$ cat src/rtl/dmas_sign_mag_feeder.sv
// Buffers delay-aligned RF samples and replays each pixel's channels as an
// unbroken sign/magnitude burst, framed by a clear pulse and a flush gap.
module dmas_sign_mag_feeder #(
    parameter int unsigned CHANNELS   = 128,
    parameter int unsigned CH_BITS    = 8,
    parameter int unsigned FIFO_DEPTH = 256,
    parameter int unsigned PIXELS     = 1,
    parameter int unsigned PIX_BITS   = 1,
    parameter int unsigned GAP_CYCLES = 8
) (
    input  logic                          clk,
    input  logic                          rst,
    input  logic                          s_valid,
    output logic                          s_ready,
    input  logic [15:0]                   s_data,
    output logic                          pix_clr,
    output logic                          out_valid,
    output logic [15:0]                   out_mag,
    output logic [1:0]                    out_sign,
    output logic                          out_first,
    output logic                          out_last,
    output logic [CH_BITS-1:0]            ch_idx,
    output logic [PIX_BITS-1:0]           pix_idx,
    output logic                          frame_done,
    output logic [$clog2(FIFO_DEPTH):0]   fifo_count
);

    localparam int unsigned PTR_W = $clog2(FIFO_DEPTH);
    localparam int unsigned CNT_W = PTR_W + 1;
    localparam int unsigned GAP_W = $clog2(GAP_CYCLES + 1);

    localparam logic [CH_BITS-1:0]  LAST_CH     = CH_BITS'(CHANNELS - 1);
    localparam logic [CH_BITS-1:0]  PRELAST_CH  = CH_BITS'(CHANNELS - 2);
    localparam logic [PIX_BITS-1:0] LAST_PIX    = PIX_BITS'(PIXELS - 1);
    localparam logic [GAP_W-1:0]    LAST_GAP    = GAP_W'(GAP_CYCLES - 1);
    localparam logic [CNT_W-1:0]    FULL_COUNT  = CNT_W'(FIFO_DEPTH);
    localparam logic [CNT_W-1:0]    BURST_COUNT = CNT_W'(CHANNELS);

    typedef enum logic [1:0] {
        IDLE,
        ARM,
        BURST,
        GAP
    } state_t;

    state_t             state;
    logic [15:0]        mem [FIFO_DEPTH];
    logic [PTR_W-1:0]   wr_ptr;
    logic [PTR_W-1:0]   rd_ptr;
    logic [GAP_W-1:0]   gap_cnt;
    logic               push;
    logic               pop;
    logic [15:0]        rd_data;
    logic               rd_neg;
    logic [15:0]        rd_mag;

    assign s_ready = !rst && (fifo_count < FULL_COUNT);
    assign push    = s_valid && s_ready;
    // One read in ARM pre-loads channel 0; the burst reads the remaining ones.
    assign pop     = (state == ARM) || ((state == BURST) && (ch_idx != LAST_CH));

    // Sign/magnitude conversion at the read port; -32768 maps to 32768 unsaturated.
    assign rd_data = mem[rd_ptr];
    assign rd_neg  = rd_data[15];
    assign rd_mag  = rd_neg ? (~rd_data + 16'd1) : rd_data;

    always_ff @(posedge clk) begin
        if (push) begin
            mem[wr_ptr] <= s_data;
        end
    end

    always_ff @(posedge clk) begin
        if (rst) begin
            state      <= IDLE;
            wr_ptr     <= '0;
            rd_ptr     <= '0;
            fifo_count <= '0;
            gap_cnt    <= '0;
            pix_clr    <= 1'b0;
            out_valid  <= 1'b0;
            out_mag    <= 16'd0;
            out_sign   <= 2'b01;
            out_first  <= 1'b0;
            out_last   <= 1'b0;
            ch_idx     <= '0;
            pix_idx    <= '0;
            frame_done <= 1'b0;
        end else begin
            pix_clr    <= 1'b0;
            frame_done <= 1'b0;

            if (push) begin
                wr_ptr <= wr_ptr + 1'b1;
            end
            if (pop) begin
                rd_ptr <= rd_ptr + 1'b1;
            end
            case ({push, pop})
                2'b10:   fifo_count <= fifo_count + 1'b1;
                2'b01:   fifo_count <= fifo_count - 1'b1;
                default: fifo_count <= fifo_count;
            endcase

            case (state)
                IDLE: begin
                    if (fifo_count >= BURST_COUNT) begin
                        state   <= ARM;
                        pix_clr <= 1'b1;
                    end
                end
                ARM: begin
                    state     <= BURST;
                    out_valid <= 1'b1;
                    out_first <= 1'b1;
                    out_last  <= 1'b0;
                    ch_idx    <= '0;
                    out_mag   <= rd_mag;
                    out_sign  <= rd_neg ? 2'b11 : 2'b01;
                end
                BURST: begin
                    if (ch_idx == LAST_CH) begin
                        state     <= GAP;
                        gap_cnt   <= '0;
                        out_valid <= 1'b0;
                        out_first <= 1'b0;
                        out_last  <= 1'b0;
                        if (pix_idx == LAST_PIX) begin
                            pix_idx    <= '0;
                            frame_done <= 1'b1;
                        end else begin
                            pix_idx <= pix_idx + 1'b1;
                        end
                    end else begin
                        ch_idx    <= ch_idx + 1'b1;
                        out_first <= 1'b0;
                        out_last  <= (ch_idx == PRELAST_CH);
                        out_mag   <= rd_mag;
                        out_sign  <= rd_neg ? 2'b11 : 2'b01;
                    end
                end
                GAP: begin
                    if (gap_cnt == LAST_GAP) begin
                        state <= IDLE;
                    end else begin
                        gap_cnt <= gap_cnt + 1'b1;
                    end
                end
                default: state <= IDLE;
            endcase
        end
    end

endmodule

$ cat config.mk
export PLATFORM = sky130hd
export DESIGN_NAME = dmas_sign_mag_feeder
export DESIGN_NICKNAME = d
export VERILOG_FILES = /design/src/rtl/dmas_sign_mag_feeder.sv
export SDC_FILE = /design/constraint.sdc
export NUM_CORES = 2
export LEC_CHECK = 0
export CORE_ASPECT_RATIO = 1.2
export CORE_UTILIZATION = 30
export CTS_BUF_LIST = sky130_fd_sc_hd__clkbuf_8 sky130_fd_sc_hd__clkbuf_16
export CTS_CLUSTER_DIAMETER = 200
export DETAILED_ROUTE_END_ITERATION = 7
export GPL_TIMING_DRIVEN = 0
export PLACE_DENSITY = 0.54
export SETUP_SLACK_MARGIN = 0.05
export SLEW_MARGIN = 20
export SYNTH_ARGS = -nofsm -noshare
export SYNTH_HDL_FRONTEND = slang
export SYNTH_SLANG_ARGS = --single-unit
$ cat constraint.sdc
create_clock -name clk -period 3.8 [get_ports clk]
set_clock_uncertainty 0.15 [all_clocks]
set_input_delay 0.57 -clock clk [delete_from_list [all_inputs] [get_ports clk]]
set_output_delay 0.57 -clock clk [all_outputs]
set_load 0.01 [all_outputs]
== Word level (Yosys, flattened, before mapping) ==
Memories as Yosys holds them, arrays and structs flattened. A register that Yosys moved wholly into a read port is not among the register bits.
Cells that the tools add are included.
Storage, ports and cells
  bits in latches: 0
  output and inout bits: 42
  RAM bits: 4096
  input bits: 19
  memory bits (read-only): 0
  memories: 1
  register bits after elaboration: 63
  word-level logic and storage cells: 87
Memory list
  mem: words 256, bits a word 16, rd ports 1, clocked after Yosys merged registers in 1, write ports 1, line 47  | logic [15:0] mem [FIFO_DEPTH];
Cells by class
  reduce and logical (&&, ||, !) cells: 16
  bitwise operators: 4
  $add $sub $neg: 8
  equality and inequality tests: 14
  shifts and indexed selects: 0
  $mul: 0
  mux-type cells: 28
  divide/modulo/power cells: 0
  $lt $le $gt $ge: 2
Operator list (count)
  16-bit two-way mux: 2
  16-bit case mux with 2 select lines: 1
  8-bit by 1-bit adder with 8-bit output (second input constant): 3
  8-bit two-way mux: 3
  9-bit case mux with 2 select lines: 1
  16-bit by 1-bit adder with 16-bit output (second input constant): 1
  8-bit by 7-bit equality test with 1-bit output (second input constant): 2
  16-bit NOT: 1
  8-bit case mux with 2 select lines: 1
  2-bit two-way mux: 5
  9-bit by 1-bit adder with 9-bit output (second input constant): 1
  9-bit by 8-bit greater-or-equal comparator with 1-bit output (second input constant): 1
  9-bit less-than comparator (second input constant): 1
  9-bit by 1-bit subtractor with 9-bit output (second input constant): 1
  4-bit two-way mux: 2
  2-bit != test (second input constant): 4
  8-bit by 7-bit != test with 1-bit output (second input constant): 1
  2-bit case mux with 4 select lines: 1
  4-bit case mux with 2 select lines: 1
  1-bit two-way mux: 7
  2-bit equality test (second input constant): 3
  1-bit case mux with 2 select lines: 3
  2-bit AND reduction: 3
  3-bit AND reduction: 2
  other kinds (14): 21

== Logic depth before layout (Yosys ltp) ==
  depth after elaboration: 5
  depth in mapped cells: 20
  depth with buffers taken out: 15

== Worst setup path after synthesis ==
No wires, ideal clock.
  path type: register to register
  from: register ch_idx[1]
  to: register fifo_count[8]
  required time: 3522 ps
  stages on the path, launching flop included: 18
  setup time: 128 ps
  clock period less this slack: 4053 ps
  data arrival time: 3776 ps
  buffers on the path: 2
  setup slack: -253 ps
  cell sequence: dfxtp_1 -> ha_1 -> inv_1 -> o41a_1 -> or2_2 -> clkbuf_1 -> ha_1 -> clkbuf_1 -> xor2_1 -> ha_1 -> or4_1 -> o21ai_0 -> a211oi_1 -> a221oi_1 -> mux2i_1 -> a21oi_1 -> xnor2_1 -> nor2_1
On the way
  cells in the longest elaborated chain, start to end: 5
  elaborated cells on any way between the ends: 7
  those cells by class: eq/ne (3); mux (1); reduce/logical (3)
RTL lines
  from (decl): line 22  | output logic [CH_BITS-1:0] ch_idx,
  from (signal assigned): line 135  | ch_idx <= ch_idx + 1'b1;
  8-bit by 7-bit != test with 1-bit output (*): line 60  | assign pop = (state == ARM) || ((state == BURST) && (ch_idx != LAST_CH));
  1-bit logical AND (*): line 60
  1-bit logical OR (*): line 60
  named net pop: line 52  | logic pop;
  2-bit by 1-bit equality test with 1-bit output / 2-bit equality test (equally long branches): line 99  | case ({push, pop})
  9-bit case mux with 2 select lines / 2-bit nonzero test (equally long branches)
  to (signal assigned): line 100  | 2'b10: fifo_count <= fifo_count + 1'b1;
  to (signal assigned): line 101  | 2'b01: fifo_count <= fifo_count - 1'b1;
  to (signal assigned): line 102  | default: fifo_count <= fifo_count;
  to (decl): line 25  | output logic [$clog2(FIFO_DEPTH):0] fifo_count
The timed path passes the listed nets; every way through them passes the cells marked *.
A chain may end at the register's enable or synchronous reset.

==> reports/qor.yml <==
outcome:
  outcome: "complete, but fails checks"
  violations: "negative setup slack"
timing:
  rsz0062_at_grt: "yes"
  setup_slack_ns: -1.41
  fmax_mhz: 192
  whs_ns: 0.216
  max_slew.worst_pin.slew_ns: 1.36
  hold_viol: 0
  finalSetupViolCount: 26
  relSlewSlack_pct: 9.48
  slew_viol_final: 0
  period_minus_slack_ns: 5.21
  fin_crit_sh_pct: 137
placed_design:
  hpwlAfterDp_um: 556000
  place.gp.congestion: 1.04
  pre_cts_slack_ns: -4.96
  io_buffers: 57
  dp.cells: 14900
run:
  maxCapViolations: 0
drt:
  drtAntennaViolNets: 0
  firstDrtPassIters: 5
  routed_wl_um: 819000
  drt_iter0_drc: 19100
  vias: 97200
  viasPerCell: 6.03
  routedWlPerCell_um: 50.8
  drc: 0
final_layout:
  final_util_pct: 38.4
  drive_above_1_share_pct: 37.6
  fin_cells: 16100
  mostFrequentLayoutCells: "4096 x edfxtp_1, 983 x mux4_2, 438 x clkbuf_16, 301 x buf_16, 296 x buf_12"
  syn_to_final_growth_pct: 27.2
  final_common_cell: "edfxtp_1"
  fin_nets: 8650
floorplanning:
  rows: 294
  io_pins: 61
  fp.dieW_um: 672
  dieHeight_um: 806
  start_util_pct: 30.2
  dieArea_um2: 541000
  fp.coreArea_um2: 535000
pwr:
  clkPwrFrac_pct: 35.4
  seqPwrFrac_pct: 42.0
  p_total_mw: 121
  power_density_nw_per_um2: 588
  p_int_mw: 84.5
  leakage_nw: 63.2
  peakVddDrop_mv: 0.417
  swShare_pct: 30.1
  combPwrFrac_pct: 22.6
  switchingPower_mw: 36.3
clocking:
  clock_path_buffers: 4
  cts_tree: "done"
  clock_latency_ns: 1.09
  clock_sinks: 4165
  root_buffer: "clkbuf_16"
  h-tree-depth: 5
  cts_buffers: 426
  clkTransAtPathRegs_ns: 0.06
global_route:
  antenna_found_initial: 107
  grt_usage_pct: 29.6
  grt-ovfl-total: 0
  grt_max_degree: 132
  grt_pass1_wl_um: 1010000
  grt_pass1_vias: 89200
critical_path:
  worstSetupPathType: "reg2reg"
  critPathLaunchType: "register"
  required_ns: 4.69
  critPathCaptureType: "register"
  cp_max_fo: 6
  worst_ep_arrival_time_ns: 6.10
hold_path:
  hp-class: "in2reg"
yosys:
  synth_nets: 7432
  ys_warn_count: 0
  ys_ff_latch: 4165
  synthCells: 7397
  yosysSeqAreaShare_pct: 77.0
  async_reset_ff_share_pct: 0
  synth-edff-count: 4096
  ys_types: 87
  synthFlopType: "edfxtp_1"
  avgSynthCellArea_um2: 21.8
  syn-cell-area_um2: 161000
[power groups by stage]
stage | clock network, mW | logic (mW) | registers [mW]
6_report | 42.7 | 27.3 | 50.8
2_1_floorplan | 0 | 9.11 | 51.7
4_1_cts | 42.6 | 25.7 | 50.8
3_3_place_gp | 0 | 20.8 | 52.3
3_5_place_dp | 0 | 21.3 | 51.7
5_1_grt | 44.3 | 26.8 | 50.8
[synth_stat cells (13+ instances only)]
cell type  count  area share, %
edfxtp_1    4096             76
mux4_2       983             14
nor2_1       389           0.90
mux2i_1      296            1.8
a22oi_1      150           0.70
nand2_1      142           0.33
clkbuf_1     137           0.32
buf_2        121           0.38
a21oi_1      116           0.36
dfxtp_1       69           0.86
o22ai_1       65           0.25
nand3_1       56           0.17
mux2_2        51           0.36
buf_6         50           0.35
o21ai_0       48           0.15
buf_1         44           0.10
buf_4         44           0.20
nor3_1        43           0.13
a211oi_1      30           0.14
a31oi_1       28           0.11
nand4_1       28           0.11
nor2b_1       26           0.10
o221ai_1      21           0.11
xnor2_1       21           0.11
xor2_1        20           0.11
and2_1        19          0.074
buf_8         18           0.17
a221oi_1      17          0.092
inv_1         17          0.040
mux4_1        17           0.28
ha_1          16           0.12
nand2b_1      16          0.062
or4_1         16          0.074
or3_1         14          0.054
nor4_1        13          0.050
or2_2         13          0.050
[through the flow]
step	TNS, ns	instance area (um2)
floorplan	0	161000
global placement	-	171000
detailed placement	-2479.24	181000
CTS	-67.84	204000
global route	-17.28	205000
finish	-18.86	205000
[cell type report]
class | count | area, um2
multi-input combinational | 2789 | 38300
fill | 47800 | 329000
clock inverter | 351 | 3150
inverter | 19 | 83.8
sequential | 4165 | 124000
antenna | 56 | 140
timing repair buffer | 796 | 13200
buffer | 418 | 6410
clock buffer | 430 | 10800
tap | 7104 | 8890
[routing by layer]
layer,share of wire [%],up-vias,global-route usage [%]
met2,42,8527,42.4
met4,11,46,26.7
met5,0.036,-,0
li1,-,33800,-
met3,13,2102,9.46
met1,34,52700,35.7
[path summary, 6_finish.rpt]
check | startpoint | to | slack, ns | cells past startpoint
hold reg to reg | out_last$_SDFFE_PP0N_ | out_last$_SDFFE_PP0N_ | 0.32 | 2
setup / recovery | register | out_mag[13]$_SDFFE_PP0P_ | -1.41 | 16
hold / removal | s_data[1] | mem[69][1]$_DFFE_PP_ | 0.22 | 2
setup reg to reg | register | out_mag[13]$_SDFFE_PP0P_ | -1.41 | 16
[kinds of logic after synthesis]
family / count (synthesis) / synth area share (%)
other cells: 2 / 0.00465
mux: 1347 / 16.2
buf+inv: 443 / 1.65
flops: 4165 / 77.0
xor+xnor: 41 / 0.222
simple gates: 806 / 2.28
fa+ha+maj: 16 / 0.124
compound gates: 577 / 2.49
[critical path: stages, from the launching register on]
cell and delay [ns]:
dfxtp_4 0.40, buf_12 0.17, buf_16 0.20, buf_16 0.21
buf_6 0.13, buf_12 0.13, buf_8 0.18, buf_4 0.14
mux4_2 0.49, mux2i_1 0.40, o21ai_0 0.42, a211oi_2 0.53
or4_4 0.37, o311ai_4 0.21, or2_1 0.31, or4_4 0.53
nand3_1 0.10
[registers in the layout, summed over array words and instances (netlist names), 2 cells and up, named ones only]
name,flops
gap_cnt,4
wr_ptr,8
out_mag,16
mem,4096
fifo_count,9
rd_ptr,8
state,2
ch_idx,8
[repair_timing]
action,in CTS,in global routing
pin swaps,63,57
gates resized for setup,1158,108
endpoints found under the hold margin,881,0
setup buffers,293,99
hold buffers,17,0
gates cloned,3,0
setup endpoints to repair,3681,1029
(Power assumes the default switching activity.)
